==> config.mk <==
export PLATFORM = sky130hd
export DESIGN_NAME = rename_checkpoint_ctrl
export DESIGN_NICKNAME = d
export VERILOG_FILES = /design/src/rtl/rename_checkpoint_ctrl_pkg.sv /design/src/rtl/rename_checkpoint_ctrl_cp_slot_tracker.sv /design/src/rtl/rename_checkpoint_ctrl.sv
export SDC_FILE = /design/constraint.sdc
export NUM_CORES = 1
export LEC_CHECK = 0
export ABC_AREA = 1
export CAP_MARGIN = 20
export CORE_ASPECT_RATIO = 0.9
export CORE_MARGIN = 3
export CORE_UTILIZATION = 50
export CTS_CLUSTER_DIAMETER = 30
export CTS_CLUSTER_SIZE = 28
export DETAILED_ROUTE_END_ITERATION = 10
export PLACE_DENSITY_LB_ADDON = 0.15
export REMOVE_ABC_BUFFERS = 1
export SLEW_MARGIN = 10
export SYNTH_ARGS = -nofsm -noshare
export SYNTH_HDL_FRONTEND = slang
export SYNTH_SLANG_ARGS = --single-unit
==> constraint.sdc <==
create_clock -name clk -period 2.1 [get_ports clk]
set_input_delay 0.42 -clock clk [delete_from_list [all_inputs] [get_ports clk]]
set_output_delay 0.42 -clock clk [all_outputs]
set_load 0.1 [all_outputs]
==> src/rtl/rename_checkpoint_ctrl_pkg.sv <==
// Shared definitions for the rename checkpoint controller and the rename stage.
package rename_checkpoint_ctrl_pkg;

  // Number of branch checkpoint slots shared with rename (power of two, 2..16).
  localparam int NUM_CP = 4;

  // Checkpoint slot identifier.
  typedef logic [$clog2(NUM_CP)-1:0] cp_id_t;

  // Recovery sequencer states.
  typedef enum logic [1:0] {
    CP_IDLE    = 2'd0,
    CP_RESTORE = 2'd1,
    CP_FLUSH   = 2'd2
  } cp_state_t;

endpackage

==> src/rtl/rename_checkpoint_ctrl_cp_slot_tracker.sv <==
// Circular-buffer bookkeeping for branch checkpoints: head/tail pointers,
// per-slot valid bits, occupancy, in-order head drain and squash range clear.
module cp_slot_tracker #(
  parameter int NUM_CP  = 4,
  parameter int CP_BITS = $clog2(NUM_CP)
) (
  input  logic               clk,
  input  logic               rst,
  input  logic               alloc_i,
  input  logic               free_i,
  input  logic [CP_BITS-1:0] free_id_i,
  input  logic               squash_i,
  input  logic [CP_BITS-1:0] squash_id_i,
  output logic [CP_BITS-1:0] tail_o,
  output logic [NUM_CP-1:0]  valid_o,
  output logic [CP_BITS:0]   occ_o
);
  import rename_checkpoint_ctrl_pkg::*;

  localparam logic [CP_BITS-1:0] ID_ONE  = CP_BITS'(1);
  localparam logic [CP_BITS:0]   OCC_ONE = (CP_BITS+1)'(1);

  logic [CP_BITS-1:0] head_q, head_d;
  logic [CP_BITS-1:0] tail_q, tail_d;
  logic [NUM_CP-1:0]  valid_q, valid_d;
  logic [CP_BITS:0]   occ_q, occ_d;
  logic [CP_BITS:0]   older_s;
  logic [CP_BITS:0]   squash_len_s;
  logic [CP_BITS:0]   off_s;
  logic               adv_s;

  // Next-state bookkeeping: squash takes priority over allocate/free/drain.
  always_comb begin
    head_d       = head_q;
    tail_d       = tail_q;
    valid_d      = valid_q;
    occ_d        = occ_q;
    off_s        = '0;
    adv_s        = 1'b0;
    // Slots older than the mispredicted one survive; the rest (k..tail-1) go.
    older_s      = {1'b0, squash_id_i - head_q};
    squash_len_s = occ_q - older_s;
    if (squash_i) begin
      for (int i = 0; i < NUM_CP; i++) begin
        off_s = {1'b0, CP_BITS'(i) - squash_id_i};
        if (off_s < squash_len_s) begin
          valid_d[i] = 1'b0;
        end else begin
          valid_d[i] = valid_q[i];
        end
      end
      tail_d = squash_id_i;
      occ_d  = older_s;
    end else begin
      // A head slot freed this cycle drains immediately so it is reusable next cycle.
      adv_s = (occ_q != '0) &&
              (!valid_q[head_q] || (free_i && (free_id_i == head_q)));
      if (free_i) begin
        valid_d[free_id_i] = 1'b0;
      end else begin
        valid_d = valid_d;
      end
      if (alloc_i) begin
        valid_d[tail_q] = 1'b1;
        tail_d          = tail_q + ID_ONE;
      end else begin
        tail_d = tail_q;
      end
      if (adv_s) begin
        head_d = head_q + ID_ONE;
      end else begin
        head_d = head_q;
      end
      case ({alloc_i, adv_s})
        2'b10:   occ_d = occ_q + OCC_ONE;
        2'b01:   occ_d = occ_q - OCC_ONE;
        default: occ_d = occ_q;
      endcase
    end
  end

  // Bookkeeping registers.
  always_ff @(posedge clk or posedge rst) begin
    if (rst) begin
      head_q  <= '0;
      tail_q  <= '0;
      valid_q <= '0;
      occ_q   <= '0;
    end else begin
      head_q  <= head_d;
      tail_q  <= tail_d;
      valid_q <= valid_d;
      occ_q   <= occ_d;
    end
  end

  assign tail_o  = tail_q;
  assign valid_o = valid_q;
  assign occ_o   = occ_q;

endmodule

==> src/rtl/rename_checkpoint_ctrl.sv <==
// Branch checkpoint controller: grants checkpoint slots to renamed branches,
// frees them on correct resolution and sequences restore/flush on mispredict.
module rename_checkpoint_ctrl #(
  parameter int NUM_CP       = rename_checkpoint_ctrl_pkg::NUM_CP,
  parameter int CP_BITS      = $clog2(NUM_CP),
  parameter int FLUSH_CYCLES = 2
) (
  input  logic               clk,
  input  logic               rst,
  input  logic               br_valid,
  output logic               br_ready,
  output logic               capture,
  output logic [CP_BITS-1:0] capture_id,
  output logic               decode_stall,
  input  logic               resolve_valid,
  input  logic [CP_BITS-1:0] resolve_id,
  input  logic               resolve_mispred,
  output logic               restore,
  output logic [CP_BITS-1:0] restore_id,
  output logic               flush,
  output logic [CP_BITS:0]   cp_count
);
  import rename_checkpoint_ctrl_pkg::*;

  localparam logic [CP_BITS:0] OCC_FULL   = (CP_BITS+1)'(NUM_CP);
  localparam logic [3:0]       FLUSH_LOAD = 4'(FLUSH_CYCLES);

  cp_state_t          state_q, state_d;
  logic [3:0]         cnt_q, cnt_d;
  logic               restore_q, restore_d;
  logic [CP_BITS-1:0] restore_id_q, restore_id_d;
  logic               flush_q, flush_d;

  logic [CP_BITS-1:0] tail_s;
  logic [NUM_CP-1:0]  valid_s;
  logic [CP_BITS:0]   occ_s;
  logic               idle_s;
  logic               id_valid_s;
  logic               mispred_s;
  logic               free_s;
  logic               alloc_s;

  // Resolves only count in IDLE and only for live slots.
  assign idle_s     = (state_q == CP_IDLE);
  assign id_valid_s = valid_s[resolve_id];
  assign mispred_s  = resolve_valid & resolve_mispred & id_valid_s & idle_s;
  assign free_s     = resolve_valid & ~resolve_mispred & id_valid_s & idle_s;

  // Any mispredict report blocks allocation that cycle, even one later ignored.
  assign br_ready     = idle_s & (occ_s < OCC_FULL) & ~(resolve_valid & resolve_mispred);
  assign alloc_s      = br_valid & br_ready;
  assign capture      = alloc_s;
  assign capture_id   = tail_s;
  assign decode_stall = br_valid & ~br_ready;
  assign cp_count     = occ_s;

  cp_slot_tracker #(
    .NUM_CP  (NUM_CP),
    .CP_BITS (CP_BITS)
  ) u_tracker (
    .clk         (clk),
    .rst         (rst),
    .alloc_i     (alloc_s),
    .free_i      (free_s),
    .free_id_i   (resolve_id),
    .squash_i    (mispred_s),
    .squash_id_i (resolve_id),
    .tail_o      (tail_s),
    .valid_o     (valid_s),
    .occ_o       (occ_s)
  );

  // State and flush-counter registers.
  always_ff @(posedge clk or posedge rst) begin
    if (rst) begin
      state_q <= CP_IDLE;
      cnt_q   <= 4'd0;
    end else begin
      state_q <= state_d;
      cnt_q   <= cnt_d;
    end
  end

  // Next state: one RESTORE cycle, then FLUSH_CYCLES of FLUSH.
  always_comb begin
    state_d = state_q;
    cnt_d   = cnt_q;
    case (state_q)
      CP_IDLE: begin
        cnt_d = 4'd0;
        if (mispred_s) begin
          state_d = CP_RESTORE;
        end else begin
          state_d = CP_IDLE;
        end
      end
      CP_RESTORE: begin
        state_d = CP_FLUSH;
        cnt_d   = FLUSH_LOAD;
      end
      CP_FLUSH: begin
        if (cnt_q <= 4'd1) begin
          state_d = CP_IDLE;
          cnt_d   = 4'd0;
        end else begin
          state_d = CP_FLUSH;
          cnt_d   = cnt_q - 4'd1;
        end
      end
      default: begin
        state_d = CP_IDLE;
        cnt_d   = 4'd0;
      end
    endcase
  end

  // Output decode from the upcoming state so outputs are registered.
  always_comb begin
    restore_d = (state_d == CP_RESTORE);
    flush_d   = (state_d != CP_IDLE);
    if (mispred_s) begin
      restore_id_d = resolve_id;
    end else begin
      restore_id_d = restore_id_q;
    end
  end

  // Registered recovery outputs.
  always_ff @(posedge clk or posedge rst) begin
    if (rst) begin
      restore_q    <= 1'b0;
      restore_id_q <= '0;
      flush_q      <= 1'b0;
    end else begin
      restore_q    <= restore_d;
      restore_id_q <= restore_id_d;
      flush_q      <= flush_d;
    end
  end

  assign restore    = restore_q;
  assign restore_id = restore_id_q;
  assign flush      = flush_q;

endmodule

-- Word level (Yosys, flattened, before mapping)
Index checks and enable logic that the tools add are counted.
- flip-flop bits (word level): 21
- word-level logic and storage cells: 98
- add/subtract/negate cells: 11
- order comparisons: 11
- equal/unequal tests: 10
- mux-type cells: 25
- bitwise operators: 17
- reductions and logical operators: 12
- operators with widths (cell ; count):
    4-bit 2-to-1 mux ; 5
    2-bit by 3-bit less-than comparator with 1-bit output ; 4
    1-bit bitwise AND ; 10
    2-bit by 3-bit less-than comparator with 1-bit output, second input constant ; 3
    1-bit 2-to-1 mux ; 9
    2-bit by 1-bit != test with 1-bit output, second input constant ; 4
    4-bit one-hot mux with 2 select lines ; 1
    2-bit by 1-bit equality test with 1-bit output, second input constant ; 3
    2-bit 2-to-1 mux ; 3
    2-bit one-hot mux with 3 select lines ; 1
    3-bit one-hot mux with 2 select lines ; 1
    3-bit nonzero test ; 2
    2-bit by 1-bit adder with 2-bit output, second input constant ; 2
    4-bit bitwise AND ; 1
    1-bit binary-select mux with 2-bit select ; 2
    1-bit demux with 2-bit select ; 2
    2-bit equality test, second input constant ; 2
    2-bit by 1-bit >= comparator with 1-bit output, second input constant ; 2
    4-bit by 1-bit less-or-equal comparator with 1-bit output, second input constant ; 1
    1-bit logical AND ; 4
    1-bit inverter ; 4
    4-bit inverter ; 1
    4-bit bitwise OR ; 1
    2-bit nonzero test ; 2
    14 further kinds ; 16

-- Depth between registers and ports, before layout
- depth in word-level cells: 11
- depth in mapped cells: 13
- mapped depth without buffers: 13

-- Hierarchy
From an unflattened synthesis, not the netlist that was laid out.
- cell total of the unflattened synthesis: 201
- area, all modules: 1602.8 sq um
- by module, submodules not included (module ; times used ; cells each ; area each (sq um)):
    cp_slot_tracker ; 1 ; 129 ; 968.4
    rename_checkpoint_ctrl ; 1 ; 72 ; 634.4

-- Worst setup path after synthesis
Ideal clock, no wire load.
- path type: register -> register
- start: reg u_tracker.occ_q[2] (netlist: u_tracker.occ_o[2])
- end: reg u_tracker.occ_q[1] (netlist: u_tracker.occ_o[1])
- library setup time: 0.125 ns
- arrival time: 3.635 ns
- required time: 1.975 ns
- setup slack: -1.660 ns
- cell stages (with the launch flop): 9
- path through: dfrtp_1 > nor3_2 > nand2_2 > inv_1 > nand2_1 > nand3_1 > inv_2 > nand2_1 > o21ai_1
- word-level cells in the longest chain between the ends: 7
- elaborated cells on any way between the ends: 11
- those cells by class: order compare: 1; eq/ne: 2; mux: 2; bitwise: 3; reduce/logical: 3
- RTL lines (item ; line ; text):
    start: declaration ; rename_checkpoint_ctrl_cp_slot_tracker.sv:26 ; logic [CP_BITS:0] occ_q, occ_d;
    start signal: assignment ; rename_checkpoint_ctrl_cp_slot_tracker.sv:88 ; occ_q <= '0;
    start signal: assignment ; rename_checkpoint_ctrl_cp_slot_tracker.sv:93 ; occ_q <= occ_d;
    3-bit less-than comparator * ; rename_checkpoint_ctrl.sv:50 ; assign br_ready = idle_s & (occ_s < OCC_FULL) & ~(resolve_valid & resolve_mispred);
    1-bit bitwise AND * (2 in series) ; rename_checkpoint_ctrl.sv:50 ;
    via br_ready ; rename_checkpoint_ctrl.sv:11 ; output logic br_ready,
    1-bit bitwise AND * ; rename_checkpoint_ctrl.sv:51 ; assign alloc_s = br_valid & br_ready;
    via capture ; rename_checkpoint_ctrl.sv:12 ; output logic capture,
    2-bit by 1-bit equality test with 1-bit output or 2-bit equality test (tied branches) ; rename_checkpoint_ctrl_cp_slot_tracker.sv:74 ; case ({alloc_i, adv_s})
    3-bit one-hot mux with 2 select lines ; rename_checkpoint_ctrl_cp_slot_tracker.sv:74 ;
    3-bit 2-to-1 mux ; rename_checkpoint_ctrl_cp_slot_tracker.sv:43 ; if (squash_i) begin
Mark *: on every way through the listed nets, which the timed path passes. The rest lies on a longest branch.
A chain may end at the register's enable or synchronous reset.

-- Final worst setup path
- start: reg u_tracker.head_q[0]
- end: reg u_tracker.valid_q[1] (netlist: u_tracker.valid_o[1])
- word-level cells in the longest chain between the ends: 4
- RTL lines (item ; line ; text):
    start: declaration ; rename_checkpoint_ctrl_cp_slot_tracker.sv:23 ; logic [CP_BITS-1:0] head_q, head_d;
    start signal: assignment ; rename_checkpoint_ctrl_cp_slot_tracker.sv:85 ; head_q <= '0;
    start signal: assignment ; rename_checkpoint_ctrl_cp_slot_tracker.sv:90 ; head_q <= head_d;
    2-bit subtractor ; rename_checkpoint_ctrl_cp_slot_tracker.sv:41 ; older_s = {1'b0, squash_id_i - head_q};
    3-bit by 2-bit subtractor with 3-bit output ; rename_checkpoint_ctrl_cp_slot_tracker.sv:42 ; squash_len_s = occ_q - older_s;
    2-bit by 3-bit less-than comparator with 1-bit output ; rename_checkpoint_ctrl_cp_slot_tracker.sv:46 ; if (off_s < squash_len_s) begin
    2-bit by 1-bit != test with 1-bit output (no line) ; -- ;
    end signal: assignment ; rename_checkpoint_ctrl_cp_slot_tracker.sv:92 ; valid_q <= valid_d;
    end: declaration ; rename_checkpoint_ctrl_cp_slot_tracker.sv:25 ; logic [NUM_CP-1:0] valid_q, valid_d;
No other way between the ends.

==> flow_summary.json <==
{
  "endpoint_kind": "flop",
  "dpl.cell_count": 279,
  "yosysWarnings": 0,
  "start_util": 0.5388,
  "syn2layout_area_growth_pct": 46.48,
  "critPathLaunchType": "flop",
  "path_common_cell": "ha_4",
  "cts.sinks": 21,
  "cts_buffers": 3,
  "status": "finished with violations",
  "rsz0062_at_grt": "true",
  "cpPeakStageDelay_ns": 0.59,
  "overflow": 0,
  "dr_total_vias": 1531,
  "slowest_stage": "fa_2",
  "htree_levels": 1,
  "dp_hpwl_microns": 2854,
  "final_hold_viol_count": 0,
  "fin_crit_ns": 2.177,
  "clk_pin_slew_worst_paths_ns": 0.12,
  "rows": 18,
  "setup_viol": 4,
  "postSynthCellCount": 189,
  "cap_violations": 0,
  "drt_first_pass_iters": 4,
  "tightest_slew_ns": 0.3045,
  "crit_chain": "ha_4, inv_2, ha_4, fa_2, ha_4, o21bai_1, a31oi_1, a31oi_1",
  "drc": 0,
  "gr-usage-all-layers": 0.2186,
  "r2r_slack_ns": -0.08,
  "layout_setup_ws_ns": -0.07717,
  "multi_input_area_sq_um": 979.7,
  "drt-vias-per-instance": 5.172,
  "reg2regPathDepth": 8,
  "die_w_microns": 64.29,
  "avgRoutedWirePerCell_microns": 13.25,
  "skew_ns": 0.002123,
  "netlist_area_sq_um": 1529,
  "die_h_microns": 58.46,
  "ys_seq_area_frac": 0.3437,
  "coreArea_sq_um": 2838,
  "grt_pass1_wl_microns": 6513,
  "grt_max_degree": 22,
  "register_area_sq_um": 525.5,
  "cts_tree": "done",
  "avgSynthCellArea_sq_um": 8.090,
  "root_buffer": "clkbuf_4",
  "cp.required_ns": 2.34,
  "io_buffers": 18,
  "synth_cell_types": 25,
  "cp_top_family": "adder cells",
  "reg2reg_to": "u_tracker.valid_o[1]",
  "routed_wl_microns": 3922,
  "fmax_mhz": 459.3,
  "synth_top_area_share": 0.3437,
  "cp_max_fo": 4,
  "slew_violations": 0,
  "layout_common_cells": "buf_4, nand2_1, dfrtp_1",
  "hold_buffers": 0,
  "fin_crit_sh": 1.037,
  "ys_ff_latch": 21,
  "slew_headroom": 0.7970,
  "crit_arrival_ns": 2.42,
  "worstSkewPairLatency_ns": 0.30,
  "gp_congestion": 0.8885,
  "pin_count": 19,
  "nets": 286,
  "hold_class": "in -> async",
  "grt_pass1_vias": 1484,
  "layout-drive-gt1-share": 0.3789,
  "antennaDiodeCount": 0,
  "final_common_cell": "buf_4",
  "fill_cells": 194,
  "r2r_start": "u_tracker.head_q[0]",
  "dieArea_sq_um": 3758,
  "drt_iter0_drc": 107,
  "synth_top_area_cell": "dfrtp_1",
  "critPathBufInv": 1,
  "critical_path_class": "reg -> reg",
  "antenna_found_initial": 0,
  "stdcell_count": 296,
  "clock_path_buffers": 2,
  "ant_nets": 0,
  "violations": "negative setup slack",
  "synth_area_leaders": "dfrtp_1, ha_1, nand2_1"
}
## metrics by stage
step	setup slack (ns)	cell area, sq um	hold WS, ns	setup TNS (ns)	utilization
3_5_place_dp	-0.6839	2003	0.4769	-4.883	0.7059
6_report	-0.07717	2240	0.4391	-0.2582	0.7892
2_1_floorplan	-1.660	1518	0.3965	-16.20	-
5_1_grt	-0.1662	2240	0.4580	-0.7289	0.7892
4_1_cts	-0.1104	2098	0.4388	-0.5170	0.7394
3_3_place_gp	-0.6561	2003	0.4642	-4.712	0.7059
## worst reg2reg max path, cell delays in order, from the launching register on
cell      delay [ns]
dfrtp_1         0.43
ha_4            0.28
inv_2           0.05
ha_4            0.15
fa_2            0.59
ha_4            0.22
o21bai_1        0.14
a31oi_1         0.11
a31oi_1         0.14
## state kept, by name (all words and copies together) (netlist names)
register	flops
flush	1
u_tracker.occ_o	3
u_tracker.valid_o	4
u_tracker.head_q	2
u_tracker.tail_o	2
restore	1
cnt_q	4
state_q	2
restore_id	2
## cell usage after synthesis
library cell,number
nand3_2,2
nand2_1,48
nand3_1,9
o211ai_1,2
buf_6,1
nor3_2,1
nor3_1,3
dfrtp_1,21
o21bai_1,4
a31oi_1,8
inv_1,26
nor3_4,1
nand2_2,6
nor4_1,1
xor2_1,3
o21ai_0,9
inv_4,1
ha_1,20
nor2_1,10
inv_2,3
o21ai_1,2
xnor2_1,3
nand4_1,1
fa_1,2
a21oi_1,2
## layer usage
layer,part of all wire,up-vias,GRT usage,wire [microns]
met1,0.43,740,0.2972,1689
met2,0.51,42,0.3809,1982
li1,-,747,-,-
met5,0,-,0,0
met3,0.059,2,0.03817,232
met4,0.0043,0,0.02410,17
## final cells by class
type	instances	share of cell area
clock buffers	3	0.01006
clock inverters	1	0.003352
inverters	30	0.05475
multi-input cells	137	0.4374
flip-flops and latches	21	0.2346
well taps	40	0.02235
repair buffers	64	0.2374
## cell families (layout without fill, tap and decap cells)
group | count (synthesis) | in the layout | share of synthesized area
AND/OR/NAND/NOR | 82 | 82 | 0.2447
buffers and inverters | 31 | 98 | 0.08265
AO/OA/AOI/OAI | 27 | 27 | 0.1047
adder cells (fa/ha/maj) | 22 | 22 | 0.1899
flip-flops | 21 | 21 | 0.3437
XOR/XNOR | 6 | 6 | 0.03438
## worst max path at each step
stage                     slack, ns           startpoint                    to  cells past startpoint
after detailed placement      -0.68        resolve_id[0]  u_tracker.valid_o[1]                     10
final                         -0.08  u_tracker.head_q[0]  u_tracker.valid_o[1]                      8
after global routing          -0.17  u_tracker.head_q[0]  u_tracker.valid_o[1]                      8
after CTS                     -0.11  u_tracker.head_q[0]  u_tracker.valid_o[0]                      9
after floorplan               -1.66   u_tracker.occ_o[2]    u_tracker.occ_o[1]                      8
after global placement        -0.66        resolve_id[0]  u_tracker.valid_o[3]                     10
## timing repair
| item | CTS | global route |
|---|---|---|
| resized for setup | 15 | 20 |
| endpoints found under the hold margin | 0 | 0 |
| pin swaps | 10 | 16 |
| setup endpoints to repair | 8 | 12 |
| setup buffers | 4 | 10 |
Power is not shown: default switching activity piles up to over one toggle a cycle in this logic, so the estimate is an artifact.
